===== config.mk =====
export PLATFORM = sky130hd
export DESIGN_NAME = keypad_scan_encoder_flat
export DESIGN_NICKNAME = d
export VERILOG_FILES = /design/src/rtl/keypad_pkg.sv /design/src/rtl/keypad_scan_encoder_if.sv /design/src/rtl/row_sync.sv /design/src/rtl/keypad_scan_encoder.sv /design/src/flat_wrapper.sv
export SDC_FILE = /design/constraint.sdc
export NUM_CORES = 1
export LEC_CHECK = 0
export CAP_MARGIN = 20
export CORE_MARGIN = 3
export CORE_UTILIZATION = 48
export DETAILED_ROUTE_END_ITERATION = 8
export GPL_TIMING_DRIVEN = 0
export PLACE_DENSITY_LB_ADDON = 0.1
export REMOVE_ABC_BUFFERS = 1
export SLEW_MARGIN = 10
export SYNTH_ARGS = -nofsm -noshare
export SYNTH_HDL_FRONTEND = slang
export SYNTH_HIERARCHICAL = 1
export SYNTH_SLANG_ARGS = --single-unit

===== constraint.sdc =====
create_clock -name clk -period 1.81 [get_ports clk]
set_clock_uncertainty 0.15 [all_clocks]
set_input_delay 0.181 -clock clk [delete_from_list [all_inputs] [get_ports clk]]
set_output_delay 0.181 -clock clk [all_outputs]
set_load 0.02 [all_outputs]

===== src/rtl/keypad_pkg.sv =====
// keypad_pkg: shared types and constants for the keypad scan encoder.
//   state_t       - scan FSM states (SCAN, CONFIRM, HELD)
//   CODE_W        - width of the encoded key (row*4+col)
//   N_LINES       - number of rows and of columns on the keypad
//   *_DEF         - default values of the encoder parameters
//   lowest_row()  - index of the lowest set row bit (row 0 wins)
package keypad_pkg;

   localparam int CODE_W        = 4;
   localparam int N_LINES       = 4;
   localparam int SCAN_HOLD_DEF = 4;
   localparam int DEBOUNCE_DEF  = 3;

   typedef enum logic [1:0] {
      ST_SCAN,
      ST_CONFIRM,
      ST_HELD
   } state_t;

   function automatic logic [1:0] lowest_row(input logic [N_LINES-1:0] rows);
      if (rows[0])      return 2'd0;
      else if (rows[1]) return 2'd1;
      else if (rows[2]) return 2'd2;
      else              return 2'd3;
   endfunction

endpackage


===== src/rtl/keypad_scan_encoder_if.sv =====
// keypad_scan_encoder_if: keypad-side and key-report signals of the encoder.
//   row_in    - keypad rows (asynchronous), 1 = key closed on driven column
//   col_drv   - one-hot column drive
//   key_code  - last accepted key, row*4+col
//   key_valid - one-cycle pulse per accepted press
//   key_held  - high while the accepted key stays pressed
// master: the encoder; slave: keypad / consumer side.
interface keypad_scan_encoder_if;
   import keypad_pkg::*;

   logic [N_LINES-1:0] row_in;
   logic [N_LINES-1:0] col_drv;
   logic [CODE_W-1:0]  key_code;
   logic               key_valid;
   logic               key_held;

   modport master (
      input  row_in,
      output col_drv,
      output key_code,
      output key_valid,
      output key_held
   );

   modport slave (
      output row_in,
      input  col_drv,
      input  key_code,
      input  key_valid,
      input  key_held
   );

endinterface


===== src/rtl/row_sync.sv =====
// row_sync: 2-flop synchronizer for the asynchronous keypad rows.
//   clk - clock, rst - synchronous active-high reset (clears both flops)
//   d   - asynchronous rows, q - synchronized rows
module row_sync
   import keypad_pkg::*;
(
   input  logic               clk,
   input  logic               rst,
   input  logic [N_LINES-1:0] d,
   output logic [N_LINES-1:0] q
);

   logic [N_LINES-1:0] meta;

   always_ff @(posedge clk) begin
      if (rst) begin
         meta <= '0;
         q    <= '0;
      end else begin
         meta <= d;
         q    <= meta;
      end
   end

endmodule


===== src/rtl/keypad_scan_encoder.sv =====
// keypad_scan_encoder: scans a 4x4 keypad column by column, debounces a
// press and its release, and reports one key at a time.
//   clk, rst - clock and synchronous active-high reset
//   kp       - master modport: row_in in; col_drv, key_code, key_valid,
//              key_held out
// Parameters: SCAN_HOLD (cycles per column, 2..255),
//             DEBOUNCE  (matching samples to accept press/release, 1..15)
module keypad_scan_encoder
   import keypad_pkg::*;
#(
   parameter int SCAN_HOLD = SCAN_HOLD_DEF,
   parameter int DEBOUNCE  = DEBOUNCE_DEF
) (
   input  logic                  clk,
   input  logic                  rst,
   keypad_scan_encoder_if.master kp
);

   localparam int HOLD_W = (SCAN_HOLD > 1) ? $clog2(SCAN_HOLD) : 1;
   localparam int CNT_W  = $clog2(DEBOUNCE + 1);
   localparam logic [HOLD_W-1:0] HOLD_LAST = HOLD_W'(SCAN_HOLD - 1);
   localparam logic [CNT_W-1:0]  CNT_MAX   = CNT_W'(DEBOUNCE);

   function automatic logic [CNT_W-1:0] sat_inc(input logic [CNT_W-1:0] v);
      return (v == CNT_MAX) ? v : v + CNT_W'(1);
   endfunction

   logic [N_LINES-1:0] row_s;
   state_t             state, state_nxt;
   logic [HOLD_W-1:0]  hold_cnt;
   logic [1:0]         col_idx, col_nxt;
   logic [CODE_W-1:0]  cand, cand_nxt;
   logic [CNT_W-1:0]   match_cnt, match_nxt;
   logic [CNT_W-1:0]   rel_cnt, rel_nxt;
   logic [CODE_W-1:0]  key_code_r, code_nxt;
   logic               key_valid_r, valid_nxt;

   logic               sample;
   logic               any_row;
   logic [1:0]         samp_row;
   logic               key_row_set;

   row_sync u_row_sync (
      .clk (clk),
      .rst (rst),
      .d   (kp.row_in),
      .q   (row_s)
   );

   assign sample      = (hold_cnt == HOLD_LAST);
   assign any_row     = |row_s;
   assign samp_row    = lowest_row(row_s);
   assign key_row_set = row_s[key_code_r[3:2]];

   // Hold counter runs continuously; the column only moves on FSM command.
   always_ff @(posedge clk) begin
      if (rst || sample) hold_cnt <= '0;
      else               hold_cnt <= hold_cnt + HOLD_W'(1);
   end

   always_ff @(posedge clk) begin
      if (rst) begin
         state       <= ST_SCAN;
         col_idx     <= 2'd0;
         cand        <= '0;
         match_cnt   <= '0;
         rel_cnt     <= '0;
         key_code_r  <= '0;
         key_valid_r <= 1'b0;
      end else begin
         state       <= state_nxt;
         col_idx     <= col_nxt;
         cand        <= cand_nxt;
         match_cnt   <= match_nxt;
         rel_cnt     <= rel_nxt;
         key_code_r  <= code_nxt;
         key_valid_r <= valid_nxt;
      end
   end

   // Acceptance is decided from the registered count, so the report lands
   // one cycle after the sample that completed the debounce.
   always_comb begin
      state_nxt = state;
      col_nxt   = col_idx;
      cand_nxt  = cand;
      match_nxt = match_cnt;
      rel_nxt   = rel_cnt;
      code_nxt  = key_code_r;
      valid_nxt = 1'b0;
      case (state)
         ST_SCAN: begin
            if (sample) begin
               if (any_row) begin
                  cand_nxt  = {samp_row, col_idx};
                  match_nxt = CNT_W'(1);
                  state_nxt = ST_CONFIRM;
               end else begin
                  col_nxt = col_idx + 2'd1;
               end
            end
         end
         ST_CONFIRM: begin
            if (match_cnt == CNT_MAX) begin
               code_nxt  = cand;
               valid_nxt = 1'b1;
               rel_nxt   = '0;
               match_nxt = '0;
               state_nxt = ST_HELD;
            end else if (sample) begin
               if (any_row && (samp_row == cand[3:2])) begin
                  match_nxt = sat_inc(match_cnt);
               end else begin
                  match_nxt = '0;
                  col_nxt   = col_idx + 2'd1;
                  state_nxt = ST_SCAN;
               end
            end
         end
         ST_HELD: begin
            if (rel_cnt == CNT_MAX) begin
               rel_nxt   = '0;
               col_nxt   = col_idx + 2'd1;
               state_nxt = ST_SCAN;
            end else if (sample) begin
               // Only the reported key's row matters; other rows are ignored.
               if (key_row_set) rel_nxt = '0;
               else             rel_nxt = sat_inc(rel_cnt);
            end
         end
         default: state_nxt = ST_SCAN;
      endcase
   end

   assign kp.col_drv   = 4'b0001 << col_idx;
   assign kp.key_code  = key_code_r;
   assign kp.key_valid = key_valid_r;
   assign kp.key_held  = (state == ST_HELD);

endmodule


===== src/flat_wrapper.sv =====
// flat-port wrapper written by rule: the top's interface ports become plain ports
module keypad_scan_encoder_flat import keypad_pkg::*;
#(
   parameter int SCAN_HOLD = SCAN_HOLD_DEF,
   parameter int DEBOUNCE  = DEBOUNCE_DEF
)
  (clk, rst, kp_row_in, kp_col_drv, kp_key_code, kp_key_valid, kp_key_held);
  keypad_scan_encoder_if kp_i ();
  input  logic clk;
  input  logic rst;
  input wire logic [$bits(kp_i.row_in)-1:0] kp_row_in;
  output wire logic [$bits(kp_i.col_drv)-1:0] kp_col_drv;
  output wire logic [$bits(kp_i.key_code)-1:0] kp_key_code;
  output wire logic [$bits(kp_i.key_valid)-1:0] kp_key_valid;
  output wire logic [$bits(kp_i.key_held)-1:0] kp_key_held;
  assign kp_i.row_in = kp_row_in;
  assign kp_col_drv = kp_i.col_drv;
  assign kp_key_code = kp_i.key_code;
  assign kp_key_valid = kp_i.key_valid;
  assign kp_key_held = kp_i.key_held;
  keypad_scan_encoder #(.SCAN_HOLD(SCAN_HOLD), .DEBOUNCE(DEBOUNCE)) u_core (.clk(clk), .rst(rst), .kp(kp_i));
endmodule

# == Word level (Yosys, flattened, before mapping) ==
# Index checks and enable logic that the tools add are counted.
# totals
register_bits,27
elab_cells,77
output_inout_bits,10
inputBits,6
# op_classes
order_cmp,1
shifts,1
eq_ne,17
bitwise_logic,1
add_sub_neg,4
reduce_logical,14
n_mux,29
# op_table
operator,n
two-way mux 2 bit,21
one-hot mux 2 bit (3 select lines),2
"inequality test 2 x 1 -> 1 bit, second input constant",5
"adder 2 x 1 -> 2 bit, second input constant",4
"== test 2 bit, second input constant",4
one-hot mux 2 bit (2 select lines),2
AND reduction 7 bit,1
"inequality test 2 bit, second input constant",3
"inequality test 3 x 1 -> 1 bit, second input constant",2
AND reduction 3 bit,2
AND reduction 5 bit,1
AND reduction 4 bit,1
nonzero test 2 bit,2
OR reduction 4 bit,1
"<< shifter 1 x 2 -> 4 bit, first input constant",1
"less-than comparator 2 x 3 -> 1 bit, second input constant",1
two-way mux 1 bit,3
"inequality test 3 x 2 -> 1 bit, second input constant",1
nonzero test 3 bit,1
binary-select mux 1 bit (select 2 bit),1
"== test 2 x 1 -> 1 bit, second input constant",1
== test 2 bit,1
zero test 2 bit,1
AND reduction 2 bit,1
4 further kinds,4

# == Longest topological paths before layout ==
# Gate-level depths: netlist of the first run.
# depth
depth_word,9
depth_mapped,8
ltp_nobuf,7

# == Modules after synthesis ==
# The synthesis of the first run kept the hierarchy.
# modules_own_cells
module,cells_per_inst,area_per_inst_um2,seq_area_each_um2,n_inst
keypad_scan_encoder,123,1043.5,380.4,1
row_sync,16,210.2,160.2,1

# == Least setup slack after synthesis of the first run ==
# No wires, ideal clock.
# synth_path
kind,register -> register
startpoint,register u_core.u_row_sync.q[1]
endpoint,register u_core.col_idx[0]
setup_time_ps,121
n_path_buf,0
path_stages_with_launch,5
t_arrival_ps,1665
path_slack_ps,-125
cell_sequence,dfxtp_1 -> or4_2 -> o21ai_0 -> and3_1 -> mux2_2
# synth_via
elab_chain_len,6
elab_cells_between_ends,8
cone_classes,3 x eq/ne; 2 x mux; 3 x reduce/logical
# synth_lines
element,line_no,rtl
start: declaration,row_sync.sv:10,output logic [N_LINES-1:0] q
start signal: assignment,row_sync.sv:21,q <= meta;
two-way mux 2 bit,keypad_pkg.sv:22,else if (rows[1]) return 2'd1;
two-way mux 2 bit,keypad_pkg.sv:21,if (rows[0]) return 2'd0;
== test 2 bit,keypad_scan_encoder.sv:111,if (any_row && (samp_row == cand[3:2])) begin
logical AND 1 bit,keypad_scan_encoder.sv:111,
inequality test 2 bit (no source line),n/a,
AND reduction 7 bit (no source line) *,n/a,
end signal: assignment,keypad_scan_encoder.sv:72,col_idx <= col_nxt;
end: declaration,keypad_scan_encoder.sv:31,"logic [1:0] col_idx, col_nxt;"
# Every way passes the cells marked *; elsewhere a longest branch is shown, timed or not.
# A chain may end at the register's enable or synchronous reset.

# == Worst setup path in the final report of the first run ==
# layout_path
startpoint,register u_core.hold_cnt[0]
endpoint,register u_core.col_idx[0]
# layout_via
elab_chain_len,3
elab_cells_between_ends,4
cone_classes,3 x eq/ne; 1 x reduce/logical
# layout_lines
element,line_no,rtl
start: declaration,keypad_scan_encoder.sv:30,logic [HOLD_W-1:0] hold_cnt;
start signal: assignment,keypad_scan_encoder.sv:58,else hold_cnt <= hold_cnt + HOLD_W'(1);
== test 2 bit *,keypad_scan_encoder.sv:50,assign sample = (hold_cnt == HOLD_LAST);
inequality test 2 x 1 -> 1 bit (no source line),n/a,
AND reduction 7 bit (no source line) *,n/a,
# Marks and branches as above.

==> metrics list, run 1 <==
- # setup viols final: 4
- The final layout contains routed wiring with a total length of ~2600 um.
* Slowest cell on the critical path: o41ai_1
- H-tree depth reported by CTS: 1
- Data arrival time of the critical path: ~2.1 ns
* Asr flop ratio synth: 0%
* Maximum number of pins on one net before global-route repair: 27
- Worst hold-check path type: in2reg
- Global-route wire length before repair: between 4000 and 5000 um
- Number of DRC violations after detailed routing: 0
- DRT antenna net count: 0
* Clock share of power: roughly a fifth
- Port buffering added 15 buffers.
- Number of placed I/O pins: 16
* List of cells traversed by the critical path: ha_2 > inv_1 > o41ai_1 > and3_4 > mux2_4
- Across the run, the number of max-cap violations was 0.
- During synthesis, Yosys emitted a total of 6 warnings.
- In this run, the combinational gates consume between 30% and 40% of the power.
- The smallest clock period supported by the final layout is computed as just under 2 ns.
- Max-slew violation count: 0
- Part of the total power dissipated in sequential elements: a little under half
- Longest Clk Path Bufs: 2
- The finished layout holds 190 standard cells, fillers aside.
* Final Power: 1.41 mW
* CTS tree: yes
- After detailed placement, the design holds a cell count of 177.
- Measured slew at the worst slew-check pin: a little over 0.9 ns
- Sequential cell area fraction in the yosys report: between 40 and 50%
- The synthesized design contains 0 enable-type register cells.
- The repair_antennas step left the layout with diodes totalling 0.
* Remaining global-route overflow: 0
- All-Layer GR Usage: 15.7%
- Setup slack after layout: -0.152 ns
* Type of the setup path with the least slack: reg2reg
* Net load switching power: roughly 0.48 mW
- Sum Neg Setup Slack: -0.420 ns
- Relative to the synthesized area, the layout overhead comes to 31.2%.
- Based on the critical path, the design can be clocked at up to roughly 500 MHz.
* Final hold violations: 0
- By area, the combinational part of the netlist is dominated by simple AND/OR/NAND/NOR gates.
* Clk Tree Root Cell: clkbuf_4
- In this run the cell area of the synthesized design comes to 0.00125 mm^2.
* Core Area: about 0.0023 mm^2
- Number of instances in the synthesized netlist: approximately 140
- The synthesized netlist devotes 11.0% of its cell area to adder and majority cells.
- Mean area per synthesized cell: roughly 9.0 um^2
- Cell internal power dissipation: 0.933 mW
- Before antenna repair, the detailed router went through 4 iterations.
* Initial Utilization: a little over half
- Number of sinks driven by the clock tree: 27
- Number of antenna violations at the first check in global routing: 0
- Launching point of the worst reg2reg path: u_core/hold_cnt[0]$_SDFF_PP0_
* Switching share of power: 34.0%
* Start point of the critical path: u_core/hold_cnt[0]$_SDFF_PP0_
- Final critical-path share of the clock period: 108%
- Post-layout nets: 180
- Hpwl dp: 1740 um
* Power density over the cells: about 860 mW/mm^2
- After the first detailed-routing iteration, the DRC count stood at 29.
* Capture point of the worst path: u_core/col_idx[0]$_SDFFE_PP0P_
- Maximum vdd drop: between 0.6 and 0.7 mV
- Headroom to the max-slew limit came out at roughly two fifths.
- Die footprint: between 0.003 and 0.004 mm^2
- Skew-Pair Late Insertion Delay: between 0.3 and 0.4 ns
- The floorplan has 17 rows.
- Of the total synthesized cell area, the portion taken by AND, OR, NAND and NOR gates is between 20% and 30%.
- At the end of routability-driven placement, the weighted congestion stood at 0.791.
* Number of global-route vias before repair: ~1000
* Share of cell area taken by muxes after synthesis: about 5.4%
- Summing the areas of all xor and xnor instances in the mapped netlist gives 0% of the synthesized area.
- Count of cell types in the netlist: 30
* Synthesized-area fraction occupied by ao, oa, aoi and oai cells: 11.2%
* Req. time, crit path: 1.90 ns
* Number of synthesized register bits: 27
- Horiz. Die Dim: approximately 57 um
* Outcome: finished, violations left
- Delay of the slowest critical-path stage: around 0.38 ns
- The endpoint identified for the worst register-to-register timing path is u_core/col_idx[0]$_SDFFE_PP0P_.
* Leakage component of the power: 0.647 nW
* Sort of element at the end of the critical path: register
- Unrepaired setup endpoints after global routing: yes
* Clock-pin slew of the registers on the worst-case setup and hold paths: 0.15 ns
- STA classifies the critical path startpoint as a register.
- In this run the worst path has a maximum fanout of 7.
* Violated checks: setup timing
- In this run the register-to-register setup slack is -0.15 ns.
- Fraction of layout instances using a drive strength above 1: 26.5%
- Average wire per standard cell: around 14 um
- Summing over every cut layer, the via total after detailed routing is approximately 1000.
- Number of vias per cell: approximately 5.5
* Worst r2r path cells: 5
- From bottom edge to top edge, the die measures between 50 and 60 um.
- The most used flip-flop cell after synthesis is dfxtp_1.
- Number of clock buffers inserted by TritonCTS: 3
* Number of hold-repair buffers added at the cts stage: 0
[cells in the mapped netlist (3+ instances only)]
library cell	count	area, um^2
clkbuf_1	4	15.0
dfxtp_1	27	541
nand3_1	4	20.0
mux2i_1	3	30.0
nor2_1	16	60.1
nand2b_1	3	18.8
ha_1	11	138
o21ai_0	4	20.0
inv_1	7	26.3
nor3_1	7	35.0
a21oi_1	10	50.1
nor2b_1	10	62.6
nand2_1	13	48.8
[placed cells by master (no fill, tap or decap), drive strengths merged, types with 4 or more instances in the layout]
master and instances:
inv 7, nand3 5, o21ai 4, nor3 7, clkdlybuf4s50 9, a21oi 12, nand2 13, buf 9
ha 11, dfxtp 27, dlygate4sd2 5, nor2b 10, nor2 16
[worst max-delay path, delay by kind of cell (launching register included)]
kind | cells | cell delay (ns)
fa+ha+maj | 1 | 0.28
buf+inv | 1 | 0.15
simple gates | 1 | 0.26
compound gates | 1 | 0.38
flops | 1 | 0.37
mux | 1 | 0.29
[how the worst min path moves through the flow]
stage,from,to,cells after the start
3_5_place_dp,u_core/hold_cnt[0]$_SDFF_PP0_,u_core/hold_cnt[0]$_SDFF_PP0_,1
3_3_place_gp,u_core/u_row_sync/meta[0]$_SDFF_PP0_,u_core/u_row_sync/q[0]$_SDFF_PP0_,1
6_report,kp_row_in[0],u_core/u_row_sync/meta[0]$_SDFF_PP0_,2
4_1_cts,kp_row_in[0],u_core/u_row_sync/meta[0]$_SDFF_PP0_,2
2_1_floorplan,rst,u_core/kp.key_code[0]$_SDFFE_PP0P_,1
5_1_grt,kp_row_in[0],u_core/u_row_sync/meta[0]$_SDFF_PP0_,2
[sequential cells by signal, indices dropped and copies added (netlist names)]
| register | count |
|---|---|
| u_core/match_cnt | 2 |
| u_core/u_row_sync/meta | 4 |
| u_core/kp.key_code | 4 |
| u_core/cand | 4 |
| u_core/rel_cnt | 2 |
| u_core/u_row_sync/q | 4 |
| u_core/col_idx | 2 |
| u_core/state | 2 |
| u_core/hold_cnt | 2 |
| u_core/kp.key_valid | 1 |
[cells by family (layout without fill, tap and decap cells)]
group	after synthesis	after routing
AOI/OAI and AO/OA	22	22
muxes	5	5
buffers and inverters	12	35
and+or+nand+nor	62	62
DFF	27	27
adders and majority gates	11	11
[power by group through the flow]
stage / logic, mW / registers, mW / clock network [mW]
finish: 0.476 / 0.672 / 0.266
global route: 0.523 / 0.676 / 0.295
CTS: 0.426 / 0.670 / 0.273
detailed placement: 0.375 / 0.687 / 0
global placement: 0.363 / 0.681 / 0
floorplan: 0.265 / 0.674 / 0
[layout make-up]
cell class                      count  area [um^2]
Multi-Input combinational cell    100          768
Fill cell                         189          694
Sequential cell                    27          553
Timing Repair Buffer               24          233
Clock buffer                        3         22.5
Tap cell                           28         35.0
Inverter                            7         26.3
Clock inverter                      1         7.51
[routing by layer]
metal | GRT usage, % | part of all wire [%] | vias to the layer above
li1 | - | - | 517
met1 | 16.9 | 40 | 480
met2 | 27.7 | 51 | 28
met3 | 3.62 | 4.7 | 11
met4 | 9.27 | 3.5 | 0
met5 | 0 | 0 | -
[through the flow]
stage / setup WS (ns) / hold WS (ns) / utilization (%) / cell area (um^2)
finish: -0.152 / 0.234 / 70.3 / 1650
global route: -0.238 / 0.219 / 70.3 / 1650
CTS: -0.149 / 0.222 / 65.2 / 1530
detailed placement: -0.318 / 0.275 / 60.7 / 1420
global placement: -0.284 / 0.268 / 60.7 / 1420
floorplan: -0.125 / 0.100 / - / 1230
[timing repair]
item,4_1_cts,5_1_grt
buffers inserted,5,4
endpoints found under the setup margin,12,11
resized for setup,24,21
pin swaps,9,2
Power figures use the tool's default switching activity.
==> run 2, diff against run 1 <==
- SKIP_LAST_GASP: unset -> 1
==> run 2 against run 1 <==
  * The flow still finishes with violations (setup timing)
  * Hold slack is essentially flat
  * Register-to-register slack hardly changed
  * Clock-buffer cell count did not move
  * Die area unchanged
  * Power fell by 0.93%
  * Worst setup slack about the same
  * Combinational power down 2%
  * Routed wire length increased by 1.3%
==> metrics list, run 2 (same netlist as run 1, synthesis figures left out) <==
- At the worst endpoint, the arrival time is around 2.1 ns.
- Routing usage on met1: approximately 17%
- Compared with the post-synthesis result, the final layout area differs by 29.8%.
* Met2 Usage GRT: between 20% and 30%
* H-tree depth reported by CTS: 1
* Part of the total power dissipated in sequential elements: approximately 48%
* Maximum vdd drop: 0.649 mV
* Top library cells by usage in the layout, fill and taps aside: dfxtp_1 (22), nor2_1 (15), nand2_1 (13)
- # rows: 17
- In the final routed layout, each cell accounts on average for approximately 14 um.
* Gpl congestion: just under 0.8
- The first routing iteration left 20 violations.
- Fraction of layout instances using a drive strength above 1: between 20% and 30%
* Y dimension of the die: 57.1 um
- Along the worst path, the maximum fanout reaches 5.
- For this run, design rule violations remaining after detail routing come to 0.
- Slowest cell on the critical path: or4bb_1
- Net switching is about 34% of the power.
- The floorplan step defined a core boundary enclosing ~0.0023 mm^2.
* Remaining global-route overflow: 0
- The tool flagged a number of max-cap violations equal to 0.
- Portion of total power attributed to combinational logic: 33.2%
* CTS tree: yes
- The multi-input combinational cells in the finished layout cover a total of around 750 um^2.
- List of cells traversed by the critical path: or4bb_1 > a21oi_2 > nor2_2 > or4_1 > a21oi_1
* Type of the setup path with the least slack: reg2reg
- Iteration count of the initial detailed-routing pass: 4
- Startpoint kind of the worst setup timing path: register
- Once detail routing completed, the nets flagged for antenna violations numbered 0.
- Cell internal power dissipation: roughly 0.93 mW
- The first global-routing pass estimated between 4000 and 5000 um of wire.
- Post-layout nets: around 180
* Setup slack after layout: -0.152 ns
* Leakage component of the power: approximately 0.65 nW
- Number of placed I/O pins: 16
- TritonCTS created 3 clock buffers.
* Layout fillers: about 190
* Net load switching power: approximately 0.47 mW
- Critical path buffer and inverter count: 0
- Final WL: 2630 um
* Via count: just over 1000
- Highest achievable clock rate: ~510 MHz
* Req. time, crit path: roughly 1.9 ns
* Measured slew at the worst slew-check pin: roughly 0.91 ns
- Sequential standard cell area: between 500 and 600 um^2
- Max-slew violation count: 0
- Violated checks: setup timing
* Horiz. Die Dim: about 57 um
* Number of vias per cell: roughly 5.4
* Number of sinks driven by the clock tree: 27
- Headroom to the max-slew limit: about two fifths
- Sum Neg Setup Slack: -0.469 ns
* Skew-Pair Late Insertion Delay: 0.33 ns
* Family of cells with the greatest summed delay on the critical path: simple AND/OR/NAND/NOR gates
* Clock-pin slew of the registers on the worst-case setup and hold paths: roughly 0.14 ns
- Entering global routing, the biggest net connects 27 pins.
- Min Tclk post-route: 1.96 ns
- Delay of the slowest critical-path stage: approximately 0.5 ns
* Most common cell after layout, fill and taps aside: dfxtp_1
* Power density over the cells: approximately 860 mW/mm^2
- Summing internal, switching and leakage power gives about 1.4 mW.
- In this run, post-CTS hold repair placed 0 buffers.
- Setup repair after global routing could not meet its margin everywhere.
* Outcome: finished, violations left
* GRT met3 Usage: 3.62%
* Clk Tree Root Cell: clkbuf_4
- No sink is reached through more buffers than the 2 on the longest clock path.
- The number of endpoints with negative hold slack in the final report came to 0.
- In this run the worst hold path is classified as in2reg.
- Initial Utilization: 53.6%
- The floorplan step defined a die boundary enclosing approximately 0.0033 mm^2.
- Final critical-path share of the clock period: 108%
- Antenna fix cells: 0
* All-Layer GR Usage: 15.7%
- The clock network burns between 10% and 20% of the power.
- The number of antenna violations at the first check in global routing was 0.
* Number of global-route vias before repair: around 1000
- The wire-length estimate of the detail-placed layout is 1740 um.
* # setup viols final: 4
- Busiest grt layer: met2
* Sort of element at the end of the critical path: register
- Port Buffer Count: 15
run 2: final cells by class:
| cell class | instances | area share (%) |
|---|---|---|
| Sequential cell | 27 | 33.9 |
| Clock buffer | 3 | 1.38 |
| Clock inverter | 1 | 0.461 |
| Tap cell | 28 | 2.15 |
| Inverter | 7 | 1.61 |
| Multi-Input combinational cell | 100 | 46.0 |
| Timing Repair Buffer | 25 | 14.5 |
run 2: final timing paths:
kind | start | end | slack, ns | cells after the start
worst max register to register | u_core/u_row_sync/q[1]$_SDFF_PP0_ | u_core/match_cnt[1]$_SDFFE_PP0P_ | -0.15 | 5
worst min register to register | u_core/u_row_sync/meta[1]$_SDFF_PP0_ | u_core/u_row_sync/q[1]$_SDFF_PP0_ | 0.30 | 1
worst min-delay path | kp_row_in[0] | u_core/u_row_sync/meta[0]$_SDFF_PP0_ | 0.23 | 2
worst max-delay path | u_core/u_row_sync/q[1]$_SDFF_PP0_ | u_core/match_cnt[1]$_SDFFE_PP0P_ | -0.15 | 5
run 2: stage by stage:
step | std cells | hold WS [ns] | worst slack, ns | area (um^2) | utilization, %
2_1_floorplan | 134 | 0.100 | -0.125 | 1230 | -
3_3_place_gp | 177 | 0.268 | -0.284 | 1420 | 60.7
3_5_place_dp | 177 | 0.275 | -0.318 | 1420 | 60.7
4_1_cts | 186 | 0.222 | -0.149 | 1520 | 65.1
5_1_grt | 191 | 0.219 | -0.241 | 1630 | 69.6
6_report | 191 | 0.234 | -0.152 | 1630 | 69.6
run 2: repair_timing:
| item | 4_1_cts | 5_1_grt |
|---|---|---|
| gates resized for setup | 23 | 17 |
| setup buffers | 5 | 5 |
| pin swaps | 9 | 2 |
| setup endpoints to repair | 12 | 11 |
run 2: per-layer routing:
layer | vias to the layer above | wire, um
li1 | 519 | -
met1 | 478 | 1100
met2 | 21 | 1360
met3 | 11 | 74
met4 | 0 | 94
met5 | - | 0
run 2: power groups by stage:
stage | registers, mW | clock network (mW) | logic, mW
final | 0.671 | 0.264 | 0.465
after global routing | 0.675 | 0.296 | 0.509
after CTS | 0.670 | 0.273 | 0.423
after detailed placement | 0.687 | 0 | 0.375
after global placement | 0.681 | 0 | 0.363
after floorplan | 0.674 | 0 | 0.265
